File: src/rtl/frame_sched_pkg.sv
// rtl/frame_sched_pkg.sv - shared types and helpers for the frame stream scheduler
package frame_sched_pkg;

    typedef struct packed {
        logic [3:0] r;
        logic [3:0] g;
        logic [3:0] b;
    } pixel_rgb444_t;

    typedef enum logic [2:0] {
        MODE_EDGE  = 3'd0,
        MODE_PINK  = 3'd1,
        MODE_GRAY  = 3'd2,
        MODE_SHARP = 3'd3,
        MODE_PASS  = 3'd4
    } mode_e;

    typedef struct packed {
        pixel_rgb444_t pix;
        logic          sop;
        logic          eop;
    } beat_t;

    // A new read may go out only if every word already owed to the buffer still fits,
    // counting the slot freed by a beat leaving this cycle.
    function automatic logic can_issue(input logic [1:0] occupancy,
                                       input logic       in_flight,
                                       input logic       popping);
        return ({1'b0, occupancy} + {2'b00, in_flight}) < (3'd2 + {2'b00, popping});
    endfunction

endpackage

File: src/rtl/frame_stream_sched_if.sv
// rtl/frame_stream_sched_if.sv - Avalon-ST pixel source bundle between scheduler and scaler
interface frame_stream_sched_if;

    logic        src_valid;
    logic        src_ready;
    logic [11:0] src_data;
    logic        src_sop;
    logic        src_eop;

    modport master (
        output src_valid,
        output src_data,
        output src_sop,
        output src_eop,
        input  src_ready
    );

    modport slave (
        input  src_valid,
        input  src_data,
        input  src_sop,
        input  src_eop,
        output src_ready
    );

endinterface

File: src/rtl/frame_stream_sched_skid_buf.sv
// rtl/frame_stream_sched_skid_buf.sv - 2-entry beat FIFO absorbing RAM read latency under backpressure
module stream_skid_buf
    import frame_sched_pkg::*;
(
    input  logic       clk,
    input  logic       reset,
    input  logic       flush,
    input  logic       wr_en,
    input  beat_t      wr_beat,
    output logic       out_valid,
    input  logic       out_ready,
    output beat_t      out_beat,
    output logic [1:0] count
);

    beat_t      mem [2];
    logic       rd_ptr;
    logic       wr_ptr;
    logic [1:0] cnt;
    logic       pop;

    assign out_valid = (cnt != 2'd0);
    assign pop       = out_valid & out_ready;
    assign out_beat  = mem[rd_ptr];
    assign count     = cnt;

    // The head entry is never the write target while occupied, so a stalled beat stays put.
    always_ff @(posedge clk) begin
        if (reset) begin
            mem[0] <= '0;
            mem[1] <= '0;
            rd_ptr <= 1'b0;
            wr_ptr <= 1'b0;
            cnt    <= 2'd0;
        end else if (flush) begin
            rd_ptr <= 1'b0;
            wr_ptr <= 1'b0;
            cnt    <= 2'd0;
        end else begin
            if (wr_en) begin
                mem[wr_ptr] <= wr_beat;
                wr_ptr      <= ~wr_ptr;
            end
            if (pop) begin
                rd_ptr <= ~rd_ptr;
            end
            cnt <= cnt + {1'b0, wr_en} - {1'b0, pop};
        end
    end

endmodule

File: src/rtl/frame_stream_sched.sv
// rtl/frame_stream_sched.sv - frame-buffer read sequencer producing an Avalon-ST pixel stream
// Optional frame/stall statistics are built when FRAME_SCHED_STATS_EN is defined.
module frame_stream_sched
    import frame_sched_pkg::*;
#(
    parameter int                H_RES    = 320,
    parameter int                V_RES    = 240,
    parameter int                ADDR_W   = 17,
    parameter int                MODE_W   = 3,
    parameter logic [MODE_W-1:0] MODE_RST = MODE_W'(MODE_PASS)
)(
    input  logic                 clk,
    input  logic                 reset,
    input  logic                 restart,
    input  logic [MODE_W-1:0]    mode_req,
    output logic [ADDR_W-1:0]    rd_addr,
    input  logic [11:0]          rd_data,
    frame_stream_sched_if.master src,
    output logic [MODE_W-1:0]    mode_active,
    output logic [15:0]          frame_cnt,
    output logic [15:0]          stall_cnt
);

    localparam logic [ADDR_W-1:0] LAST_PIX = ADDR_W'(H_RES * V_RES - 1);

    beat_t      wr_beat;
    beat_t      head;
    logic       head_valid;
    logic       xfer;
    logic       eop_xfer;
    logic       issue;
    logic [1:0] buf_count;
    logic       rd_pend;
    logic       rd_pend_sop;
    logic       rd_pend_eop;

    assign xfer     = head_valid & src.src_ready;
    assign eop_xfer = xfer & head.eop;
    assign issue    = can_issue(buf_count, rd_pend, xfer);
    assign wr_beat  = {rd_data, rd_pend_sop, rd_pend_eop};

    // rd_addr is also the pixel counter; sop/eop are tagged at issue and ride with the word.
    always_ff @(posedge clk) begin
        if (reset) begin
            rd_addr     <= '0;
            rd_pend     <= 1'b0;
            rd_pend_sop <= 1'b0;
            rd_pend_eop <= 1'b0;
        end else if (restart) begin
            rd_addr <= '0;
            rd_pend <= 1'b0;
        end else begin
            rd_pend <= issue;
            if (issue) begin
                rd_pend_sop <= (rd_addr == '0);
                rd_pend_eop <= (rd_addr == LAST_PIX);
                rd_addr     <= (rd_addr == LAST_PIX) ? '0 : rd_addr + 1'b1;
            end
        end
    end

    stream_skid_buf u_skid (
        .clk       (clk),
        .reset     (reset),
        .flush     (restart),
        .wr_en     (rd_pend),
        .wr_beat   (wr_beat),
        .out_valid (head_valid),
        .out_ready (src.src_ready),
        .out_beat  (head),
        .count     (buf_count)
    );

    assign src.src_valid = head_valid;
    assign src.src_data  = head.pix;
    assign src.src_sop   = head.sop;
    assign src.src_eop   = head.eop;

    // Mode only moves between frames, or when the frame is abandoned anyway.
    always_ff @(posedge clk) begin
        if (reset) begin
            mode_active <= MODE_RST;
        end else if (restart || eop_xfer) begin
            mode_active <= mode_req;
        end
    end

`ifdef FRAME_SCHED_STATS_EN
    logic [15:0] frame_q;
    logic [15:0] stall_q;
    logic [15:0] stall_run;

    always_ff @(posedge clk) begin
        if (reset) begin
            frame_q   <= '0;
            stall_q   <= '0;
            stall_run <= '0;
        end else begin
            if (eop_xfer) begin
                frame_q <= frame_q + 1'b1;
                stall_q <= stall_run;
            end
            if (eop_xfer || restart) begin
                stall_run <= '0;
            end else if (head_valid && !src.src_ready && stall_run != 16'hFFFF) begin
                stall_run <= stall_run + 1'b1;
            end
        end
    end

    assign frame_cnt = frame_q;
    assign stall_cnt = stall_q;
`else
    assign frame_cnt = '0;
    assign stall_cnt = '0;
`endif

endmodule

File: src/flat_wrapper.sv
// flat-port wrapper written by rule: the top's interface ports become plain ports
module frame_stream_sched_flat import frame_sched_pkg::*;
#(
    parameter int                H_RES    = 320,
    parameter int                V_RES    = 240,
    parameter int                ADDR_W   = 17,
    parameter int                MODE_W   = 3,
    parameter logic [MODE_W-1:0] MODE_RST = MODE_W'(MODE_PASS)
)
  (clk, reset, restart, mode_req, rd_addr, rd_data, mode_active, frame_cnt, stall_cnt, src_src_valid, src_src_data, src_src_sop, src_src_eop, src_src_ready);
  frame_stream_sched_if src_i ();
  input  logic clk;
  input  logic reset;
  input  logic restart;
  input  logic [MODE_W-1:0] mode_req;
  output logic [ADDR_W-1:0] rd_addr;
  input  logic [11:0] rd_data;
  output logic [MODE_W-1:0] mode_active;
  output logic [15:0] frame_cnt;
  output logic [15:0] stall_cnt;
  output wire logic [$bits(src_i.src_valid)-1:0] src_src_valid;
  output wire logic [$bits(src_i.src_data)-1:0] src_src_data;
  output wire logic [$bits(src_i.src_sop)-1:0] src_src_sop;
  output wire logic [$bits(src_i.src_eop)-1:0] src_src_eop;
  input wire logic [$bits(src_i.src_ready)-1:0] src_src_ready;
  assign src_src_valid = src_i.src_valid;
  assign src_src_data = src_i.src_data;
  assign src_src_sop = src_i.src_sop;
  assign src_src_eop = src_i.src_eop;
  assign src_i.src_ready = src_src_ready;
  frame_stream_sched #(.H_RES(H_RES), .V_RES(V_RES), .ADDR_W(ADDR_W), .MODE_W(MODE_W), .MODE_RST(MODE_RST)) u_core (.clk(clk), .reset(reset), .restart(restart), .mode_req(mode_req), .rd_addr(rd_addr), .rd_data(rd_data), .src(src_i), .mode_active(mode_active), .frame_cnt(frame_cnt), .stall_cnt(stall_cnt));
endmodule
File: config.mk
export PLATFORM = sky130hd
export DESIGN_NAME = frame_stream_sched_flat
export DESIGN_NICKNAME = d
export VERILOG_FILES = /design/src/rtl/frame_sched_pkg.sv /design/src/rtl/frame_stream_sched_if.sv /design/src/rtl/frame_stream_sched_skid_buf.sv /design/src/rtl/frame_stream_sched.sv /design/src/flat_wrapper.sv
export SDC_FILE = /design/constraint.sdc
export NUM_CORES = 1
export LEC_CHECK = 0
export CORE_ASPECT_RATIO = 0.6
export CORE_MARGIN = 5
export CORE_UTILIZATION = 35
export DETAILED_ROUTE_END_ITERATION = 7
export HOLD_SLACK_MARGIN = 0.12
export PLACE_DENSITY = 0.66
export SLEW_MARGIN = 20
export SYNTH_ARGS = -nofsm -noshare
export SYNTH_HDL_FRONTEND = slang
export SYNTH_SLANG_ARGS = --single-unit
File: constraint.sdc
create_clock -name clk -period 1.9 [get_ports clk]
set_input_delay 0.19 -clock clk [delete_from_list [all_inputs] [get_ports clk]]
set_output_delay 0.19 -clock clk [all_outputs]
set_load 0.02 [all_outputs]
==> reports/qor.yml, run 1 <==
global_routing:
  grt_start_max_net_pins: 19
  antenna_found_initial: 0
  grtUsageTotal_pct: 12.0
  grt_pass1_wl_um: 9650
  grt_pass1_vias: 1927
  grt_overflow: 0
drt:
  wl_um: 6180
  route.detailed.drc: 0
  wl_per_cell_um: 14.0
  via_per_inst: 4.45
  wl_met3_um: 389
  highest_layer: "met4"
  vias: 1969
  drt_iter0_drc: 77
  drt-met1-wl_um: 3050
  first_pass_iters: 6
  dr_wl_met2_um: 2710
  drtAntennaViolNets: 0
worst_setup_path:
  timing.rr.start: "u_core.u_skid.count[0]"
  critPathArrivalTime_ns: 2.03
  cp_max_fo: 10
  startpoint_type: "flop"
  crit_start: "u_core.u_skid.count[0]"
  critPathCaptureType: "flop"
  path_class: "reg2reg"
  cp.required_ns: 2.13
clock_network:
  ctsHoldBuffers: 0
  cts_tree: "built"
  htreeDepth: 2
  cts-root-buf: "clkbuf_16"
  clock_sinks: 56
  cts_buffers: 5
  cts_buffer_depth: 2
  clock_latency_ns: 0.30
  clkTransAtPathRegs_ns: 0.07
layout:
  fin_area_um2: 3770
  nNetsFinal: 358
  drive_gt1_share_pct: 17.7
  area_growth_pct: 30.3
  fillers: 748
  antenna_cells: 0
power:
  peakVddDrop_mv: 0.363
  p_clk_share_pct: 39.2
  pwr-share-seq_pct: 48.9
  power_density_nw_per_um2: 716
  intPower_w: 0.00207
  swShare_pct: 23.5
  p_sw_w: 0.000635
  total_power_w: 0.00270
  static-leakage-power_nw: 1.55
  p_comb_share_pct: 11.9
sta:
  slew_headroom_pct: 57.7
  worst_slack_ns: 0.0988
  slew_violations: 0
  setup_viol: 0
  final-hold-violation-count: 0
  tightest_slew_ns: 0.635
  clock.fmax_ghz: 0.555
  finalCriticalPeriod_ns: 1.80
  hold_ws_ns: 0.495
  skew_ns: 0.00591
  rsz0062_at_grt: "yes"
  period_share_pct: 94.8
die:
  initial_core_util_pct: 36.3
  boundaryPins: 86
  die-area_um2: 10300
  fp.dieW_um: 127
  std_cell_rows: 25
  fp.coreArea_um2: 7980
  die_height_um: 80.5
logic_synthesis:
  synth_top_area_cell: "edfxtp_1"
  yosys.area.top_type_share_pct: 29.0
  synth_sequential_area_ratio_pct: 48.4
  synth_edf_count: 28
  synth_most_common_cell: "buf_4"
  synth_cell_types: 40
  ys.warnings.count: 0
  synthTopCellsByCount: "buf_4, and2_1, dfxtp_1, edfxtp_1, nor2_1"
  synth_area_per_cell_um2: 10.9
  ys_seq_elements: 56
  synth_area_um2: 2900
  synth_flop_cell: "edfxtp_1"
  synthCells: 266
  yosys-top-cells-area: "edfxtp_1, dfxtp_1, buf_4"
  async_flop_share_pct: 0
placement:
  io_buffer_count: 53
  gp_congestion: 0.815
  dp_slack_ns: 0.00971
  detailed_place.area_um2: 3550
  hpwl_um: 4490
job:
  maxCapViolations: 0
hold_path:
  worstHoldStart: "u_core.mode_active[2]"
  worstHoldPathType: "reg2reg"
status:
  status: "finished, final reports clean"
==> final timing paths <==
check	end	slack (ns)	cells after the start
hold reg to reg	u_core.mode_active[2]	0.50	1
hold / removal	u_core.mode_active[2]	0.50	1
setup reg to reg	u_core.rd_pend_sop	0.1	6
setup / recovery	u_core.rd_pend_sop	0.1	6
==> sequential cells by signal, indices dropped and copies added (netlist names), 2 cells and up, named ones only <==
signal and flops:
u_core.mode_active 3, u_core.rd_addr 17, u_core.u_skid.count 2, u_core.u_skid.mem 28
==> through the flow <==
step	cells	setup TNS, ns	util, %
2_1_floorplan	297	0	-
3_3_place_gp	434	0	44.5
3_5_place_dp	434	0	44.5
4_1_cts	442	0	46.7
5_1_grt	442	-0.0237	47.3
6_report	442	0	47.3
==> cell usage in the layout, fill, tap and decap left out, types with 5 or more instances in the layout <==
| cell | Yosys | layout |
|---|---|---|
| nor4_1 | 7 | 5 |
| conb_1 | 1 | 32 |
| nor4_2 | 3 | 5 |
| xnor2_1 | 15 | 15 |
| nand3_1 | 6 | 6 |
| dfxtp_1 | 28 | 28 |
| ha_1 | 6 | 6 |
| clkdlybuf4s50_1 | 0 | 39 |
| nor3_1 | 5 | 5 |
| a21oi_1 | 9 | 9 |
| clkbuf_16 | 0 | 5 |
| buf_4 | 33 | 15 |
| mux2_2 | 14 | 14 |
| nand2_1 | 8 | 8 |
| and2_1 | 30 | 30 |
| inv_1 | 6 | 6 |
| dlymetal6s2s_1 | 0 | 12 |
| edfxtp_1 | 28 | 28 |
| nor2_1 | 23 | 23 |
==> cells by family (layout without fill, tap and decap cells) <==
kind of cell,Yosys count,after routing,share of synthesized area [%]
muxes,17,17,6.48
buffers and inverters,48,85,11.1
other,1,32,0.129
AOI/OAI and AO/OA,17,17,4.02
xor gates and xnor gates,16,16,4.84
DFF,56,56,48.4
adders and majority gates,6,6,2.59
and+or+nand+nor,105,105,22.5
==> cell type report <==
type / instances / area, µm² / share of cell area [%]
Timing Repair Buffer: 71 / 731 / 19.4
Multi-Input combinational cell: 193 / 1310 / 34.8
Clock buffer: 5 / 125 / 3.31
Inverter: 6 / 22.5 / 0.597
Clock inverter: 3 / 47.5 / 1.26
Tap cell: 108 / 135 / 3.58
Sequential cell: 56 / 1400 / 37.1
==> metal layers <==
metal	track usage (%)	up-vias
li1	-	988
met1	16.9	932
met2	17.8	47
met3	3.99	2
met4	2.78	0
met5	0	-
==> what timing repair did <==
action	4_1_cts	5_1_grt
endpoints found under the setup margin	3	16
resized for setup	3	15
buffers inserted	0	0
==> worst max-delay path, stage by stage (launching register included) <==
cell and delay, ns:
dfxtp_1 0.35, ha_1 0.20, ha_1 0.27, a21boi_4 0.15
or2_4 0.28, or3_1 0.37, a21oi_1 0.12
==> power groups by stage <==
stage	clock [W]	combinational, W	sequential, W
floorplan	0	0.000228	0.00135
global placement	0	0.000323	0.00135
detailed placement	0	0.000325	0.00135
CTS	0.00109	0.000328	0.00132
global route	0.00115	0.000346	0.00133
finish	0.00106	0.000322	0.00132
No activity file was read; power rests on OpenSTA's default activity.
==> run 2, diff against run 1 <==
CORE_MARGIN = not set   (was 5)
MAX_ROUTING_LAYER = met4   (was not set)
SYNTH_HIERARCHICAL = 1   (was not set)
==> run 2 against run 1 <==
  * Maximum frequency fell by 3.9%
  * Via count rose by 11%
  * Die area fell by 16%
  * Combinational power rose by 11%
  * Sequential cell count did not move
  * Total power fell by 2.7%
  * Clock-buffer cell count did not move
  * Critical endpoint is now u_core/rd_addr[15]
  * Largest cell class unchanged
  * Largest power group unchanged
  * Highest routed layer unchanged
==> reports/qor.yml, run 2 <==
global_routing:
  antenna_found_initial: 0
  grt_pass1_wl_um: 9430
  grt_overflow: 0
  grt_pass1_vias: 1873
  grt_start_max_net_pins: 30
  grtUsageTotal_pct: 14.2
drt:
  drt_iter0_drc: 116
  wl_um: 6250
  vias: 2188
  via_per_inst: 4.81
  drtAntennaViolNets: 0
  route.detailed.drc: 0
  first_pass_iters: 4
  wl_per_cell_um: 13.7
worst_setup_path:
  critPathCaptureType: "flop"
  cp_max_fo: 5
  critPathArrivalTime_ns: 2.11
  path_class: "reg2reg"
  cp.required_ns: 2.13
  startpoint_type: "flop"
job:
  maxCapViolations: 0
placement:
  dp_cells: 446
  io_buffer_count: 53
  hpwl_um: 4520
  gp_congestion: 0.839
logic_synthesis:
  synthTopCellsByCount: "buf_4, and3_1, dfxtp_1, edfxtp_1, mux2_2"
  ys.warnings.count: 6
  yosys.area.top_type_share_pct: 29.1
  synth_sequential_area_ratio_pct: 48.5
  synth_cell_types: 46
  synth_flop_cell: "edfxtp_1"
  yosys-top-cells-area: "edfxtp_1, dfxtp_1, buf_4"
  synth_area_um2: 2890
  async_flop_share_pct: 0
  synth_edf_count: 28
  synthCells: 266
  synth_top_area_cell: "edfxtp_1"
  synth_most_common_cell: "buf_4"
  synth_area_per_cell_um2: 10.9
  ys_seq_elements: 56
power:
  peakVddDrop_mv: 0.409
  power_density_nw_per_um2: 684
  static-leakage-power_nw: 1.64
  total_power_w: 0.00263
sta:
  period_share_pct: 98.7
  slew_headroom_pct: 44.5
  finalCriticalPeriod_ns: 1.87
  skew_ns: 0.00351
  setup_viol: 0
  clock.fmax_ghz: 0.534
  tightest_slew_ns: 0.832
  final-hold-violation-count: 0
  slew_violations: 0
  rsz0062_at_grt: "yes"
layout:
  drive_gt1_share_pct: 21.0
  regMostFlops: "u_core/u_skid/mem"
  layout_common_cells: "clkdlybuf4s50_1, conb_1, buf_4"
  nNetsFinal: 371
  largest_reg_flops: 28
  antenna_cells: 0
  fin_cells: 455
  area_growth_pct: 33.1
  layout_commonest_cell: "clkdlybuf4s50_1"
  top_regs: "u_core/u_skid/mem x28, u_core/rd_addr x17, u_core/mode_active x3"
  final_core_util_pct: 48.5
die:
  boundaryPins: 86
  fp.dieW_um: 119
  fp.coreArea_um2: 7950
  initial_core_util_pct: 36.4
  std_cell_rows: 25
  die_height_um: 72.4
  die-area_um2: 8640
clock_network:
  cts_tree: "built"
  htreeDepth: 2
  cts_buffers: 5
  cts_buffer_depth: 2
  clkTransAtPathRegs_ns: 0.07
  clock_sinks: 56
  clock_latency_ns: 0.29
  cts-root-buf: "clkbuf_16"
hold_path:
  worstHoldPathType: "reg2reg"
status:
  status: "finished, final reports clean"
-- run 2: worst max-delay path, cell delays in order, from the launching register on --
cell and delay (ns):
dfxtp_2 0.34, ha_4 0.22, nand3b_1 0.21, a2111o_1 0.50, or4_4 0.43, a21oi_2 0.11
-- run 2: final cells by class --
class | instances | area, µm²
inverter | 8 | 30.0
multi-input combinational | 191 | 1330
fill | 735 | 4100
clock inverter | 3 | 25.0
tap | 108 | 135
timing repair buffer | 84 | 798
sequential | 56 | 1400
clock buffer | 5 | 125
-- run 2: power by group --
group          internal, W  total (W)  switching, W
registers          0.00131    0.00133     0.0000171
logic             0.000157   0.000359      0.000202
clock network     0.000499   0.000947      0.000448
total              0.00196    0.00263      0.000667
-- run 2: layer usage --
layer	wire, µm	vias to the layer above	track usage (%)
met3	338	4	2.83
met4	29	0	2.92
met1	3190	1038	21.8
met2	2690	65	18.9
met5	0	-	-
li1	-	1081	-
-- run 2: metrics by stage --
stage / worst slack [ns] / setup TNS [ns] / instance area, µm² / hold WS, ns
finish: 0.0256 / 0 / 3850 / 0.471
global route: -0.0480 / -0.0625 / 3850 / 0.502
CTS: -0.0306 / -0.0306 / 3770 / 0.481
detailed placement: -0.111 / -0.147 / 3630 / 0.463
global placement: -0.0627 / -0.0627 / 3630 / 0.461
floorplan: -0.00265 / -0.0278 / 3010 / 0.259
-- run 2: cells by family (layout without fill, tap and decap cells) --
logic type | Yosys count | count (layout) | share of synthesized area (%)
AO/OA/AOI/OAI | 38 | 38 | 8.74
XOR/XNOR | 10 | 10 | 3.51
adder cells (fa/ha/maj) | 6 | 6 | 2.60
buffers and inverters | 50 | 100 | 11.4
flip-flops | 56 | 56 | 48.5
multiplexers | 19 | 19 | 7.27
other | 1 | 32 | 0.130
AND/OR/NAND/NOR | 86 | 86 | 17.9
-- run 2: path summary, 6_finish.rpt --
path / from / to / slack, ns / cells past startpoint
max: u_core/u_skid/count[0] / u_core/rd_addr[15] / 0.03 / 5
min: u_core/mode_active[2] / u_core/mode_active[2] / 0.47 / 1
max reg2reg: u_core/u_skid/count[0] / u_core/rd_addr[15] / 0.03 / 5
min reg2reg: u_core/mode_active[2] / u_core/mode_active[2] / 0.47 / 1
-- run 2: timing repair --
action / 4_1_cts / 5_1_grt
endpoints found under the setup margin: 5 / 18
gates resized for setup: 4 / 21
hold buffers: 0 / 0
buffers inserted: 0 / 1
pin swaps: 1 / 6
cloned: 0 / 0
==> run 3, diff against run 2 <==
MAX_ROUTING_LAYER = not set   (was met4)
==> run 3 against run 2 <==
  * Design area is the same
  * Maximum frequency is essentially flat
  * Utilization is the same
  * Sequential power is essentially flat
  * Cell count is the same
  * Non-clock buffer count is the same
  * Largest cell class unchanged
  * Critical path type unchanged
  * Sequential cell count is the same
  * Via count shrank 1.0%
  * Sequential share of layout area is the same
  * Clock power is essentially flat
  * Register-to-register slack is essentially flat
==> reports/qor.yml, run 3 (synthesized netlist as in run 2, its figures left out) <==
sta:
  tightest_slew_ns: 0.830
  finalCriticalPeriod_ns: 1.87
  rsz0062_at_grt: "yes"
  slew_violations: 0
  setup_viol: 0
  final-hold-violation-count: 0
  skew_ns: 0.00382
  slew_headroom_pct: 44.6
  clock.fmax_ghz: 0.534
  period_share_pct: 98.6
clock_network:
  cts_buffers: 5
  cts-root-buf: "clkbuf_16"
  clkTransAtPathRegs_ns: 0.07
  clock_latency_ns: 0.29
  htreeDepth: 2
  clock_sinks: 56
  cts_buffer_depth: 2
  cts_tree: "built"
drt:
  vias: 2166
  wl_per_cell_um: 13.8
  wl_um: 6260
  drt_iter0_drc: 106
  route.detailed.drc: 0
  drtAntennaViolNets: 0
  first_pass_iters: 4
  via_per_inst: 4.76
layout:
  fin_area_um2: 3850
  nNetsFinal: 371
  drive_gt1_share_pct: 21.0
  fillers: 735
  top_regs: "u_core/u_skid/mem x28, u_core/rd_addr x17, u_core/mode_active x3"
  layout_commonest_cell: "clkdlybuf4s50_1"
  final_core_util_pct: 48.5
  layout_common_cells: "clkdlybuf4s50_1, conb_1, buf_4"
  largest_reg_flops: 28
  area_growth_pct: 33.1
  regMostFlops: "u_core/u_skid/mem"
  antenna_cells: 0
power:
  intPower_w: 0.00196
  power_density_nw_per_um2: 683
  static-leakage-power_nw: 1.64
  p_comb_share_pct: 13.6
  pwr-share-seq_pct: 50.4
  peakVddDrop_mv: 0.407
  p_clk_share_pct: 35.9
  p_sw_w: 0.000664
  swShare_pct: 25.2
die:
  initial_core_util_pct: 36.4
  die-area_um2: 8640
  fp.coreArea_um2: 7950
  die_height_um: 72.4
  std_cell_rows: 25
  fp.dieW_um: 119
  boundaryPins: 86
global_routing:
  grt_pass1_wl_um: 9460
  antenna_found_initial: 0
  grt_start_max_net_pins: 30
  grt_pass1_vias: 1872
  grt_most_used_layer: "met1"
  grtUsageTotal_pct: 13.8
  grt_use_met3_pct: 3.14
  met1_usage_pct: 21.7
  grt_overflow: 0
  use_met2_pct: 18.9
job:
  maxCapViolations: 0
worst_setup_path:
  critPathArrivalTime_ns: 2.11
  ff2ff_path_depth: 5
  slowest_stage: "a2111o_1"
  path_class: "reg2reg"
  worst_path_largest_cell_delay_ns: 0.50
  worstPathCellList: "ha_4 -> nand3b_1 -> a2111o_1 -> or4_4 -> a21oi_2"
  cp.required_ns: 2.13
  r2r_setup_slack_ns: 0.03
  cp_max_fo: 5
  startpoint_type: "flop"
  critPathCaptureType: "flop"
placement:
  io_buffer_count: 53
  hpwl_um: 4520
  detailed_place.area_um2: 3630
  gp_congestion: 0.827
status:
  status: "finished, final reports clean"
hold_path:
  whs_path_depth: 1
  worstHoldPathType: "reg2reg"
## run 3: cell counts in the layout (fill, tap and decap cells not counted)
Identical to the previous run, type by type.
## run 3: per-layer routing
layer / wire [µm] / up-vias / part of all wire (%)
met1: 3180 / 1017 / 51
met5: 0 / - / 0
met4: 29 / 0 / 0.46
met2: 2660 / 64 / 43
li1: - / 1081 / -
met3: 390 / 4 / 6.2
## run 3: path summary, 6_finish.rpt
check                         start                    end
min reg2reg   u_core/mode_active[2]  u_core/mode_active[2]
max          u_core/u_skid/count[0]     u_core/rd_addr[15]
max reg2reg  u_core/u_skid/count[0]     u_core/rd_addr[15]
min           u_core/mode_active[2]  u_core/mode_active[2]
## run 3: layout make-up
type / count / area, µm² / area share [%]
Inverter: 8 / 30.0 / 0.780
Tap cell: 108 / 135 / 3.51
Clock inverter: 3 / 25.0 / 0.650
Timing Repair Buffer: 84 / 798 / 20.7
Multi-Input combinational cell: 191 / 1330 / 34.6
Clock buffer: 5 / 125 / 3.25
Sequential cell: 56 / 1400 / 36.5
## run 3: timing repair
| item | in CTS | in global routing |
|---|---|---|
| setup buffers | 0 | 1 |
| resized for setup | 4 | 21 |
| endpoints found under the setup margin | 5 | 18 |
| pin swaps | 1 | 6 |
| hold buffers | 0 | 0 |
## run 3: worst max-delay path: cells and delay by family, from the launching register on
family	cells	cell delay [ns]
simple gates	2	0.64
compound gates	2	0.61
flops	1	0.34
fa+ha+maj	1	0.22
## run 3: per-stage QoR
stage	instances	setup slack, ns	total power (W)	hold slack (ns)	setup TNS (ns)
after global placement	446	-0.0627	0.00171	0.461	-0.0627
after global routing	455	-0.0480	0.00272	0.502	-0.0667
after detailed placement	446	-0.111	0.00171	0.463	-0.147
after floorplan	297	-0.00265	0.00160	0.259	-0.0278
after CTS	454	-0.0306	0.00265	0.481	-0.0306
final	455	0.0258	0.00263	0.471	0
## run 3: power groups by stage
stage | Clock [W] | Combinational [W] | Sequential, W
after floorplan | 0 | 0.000242 | 0.00136
after global placement | 0 | 0.000357 | 0.00135
after detailed placement | 0 | 0.000358 | 0.00135
after CTS | 0.000973 | 0.000356 | 0.00132
after global routing | 0.00101 | 0.000386 | 0.00133
final | 0.000944 | 0.000359 | 0.00133
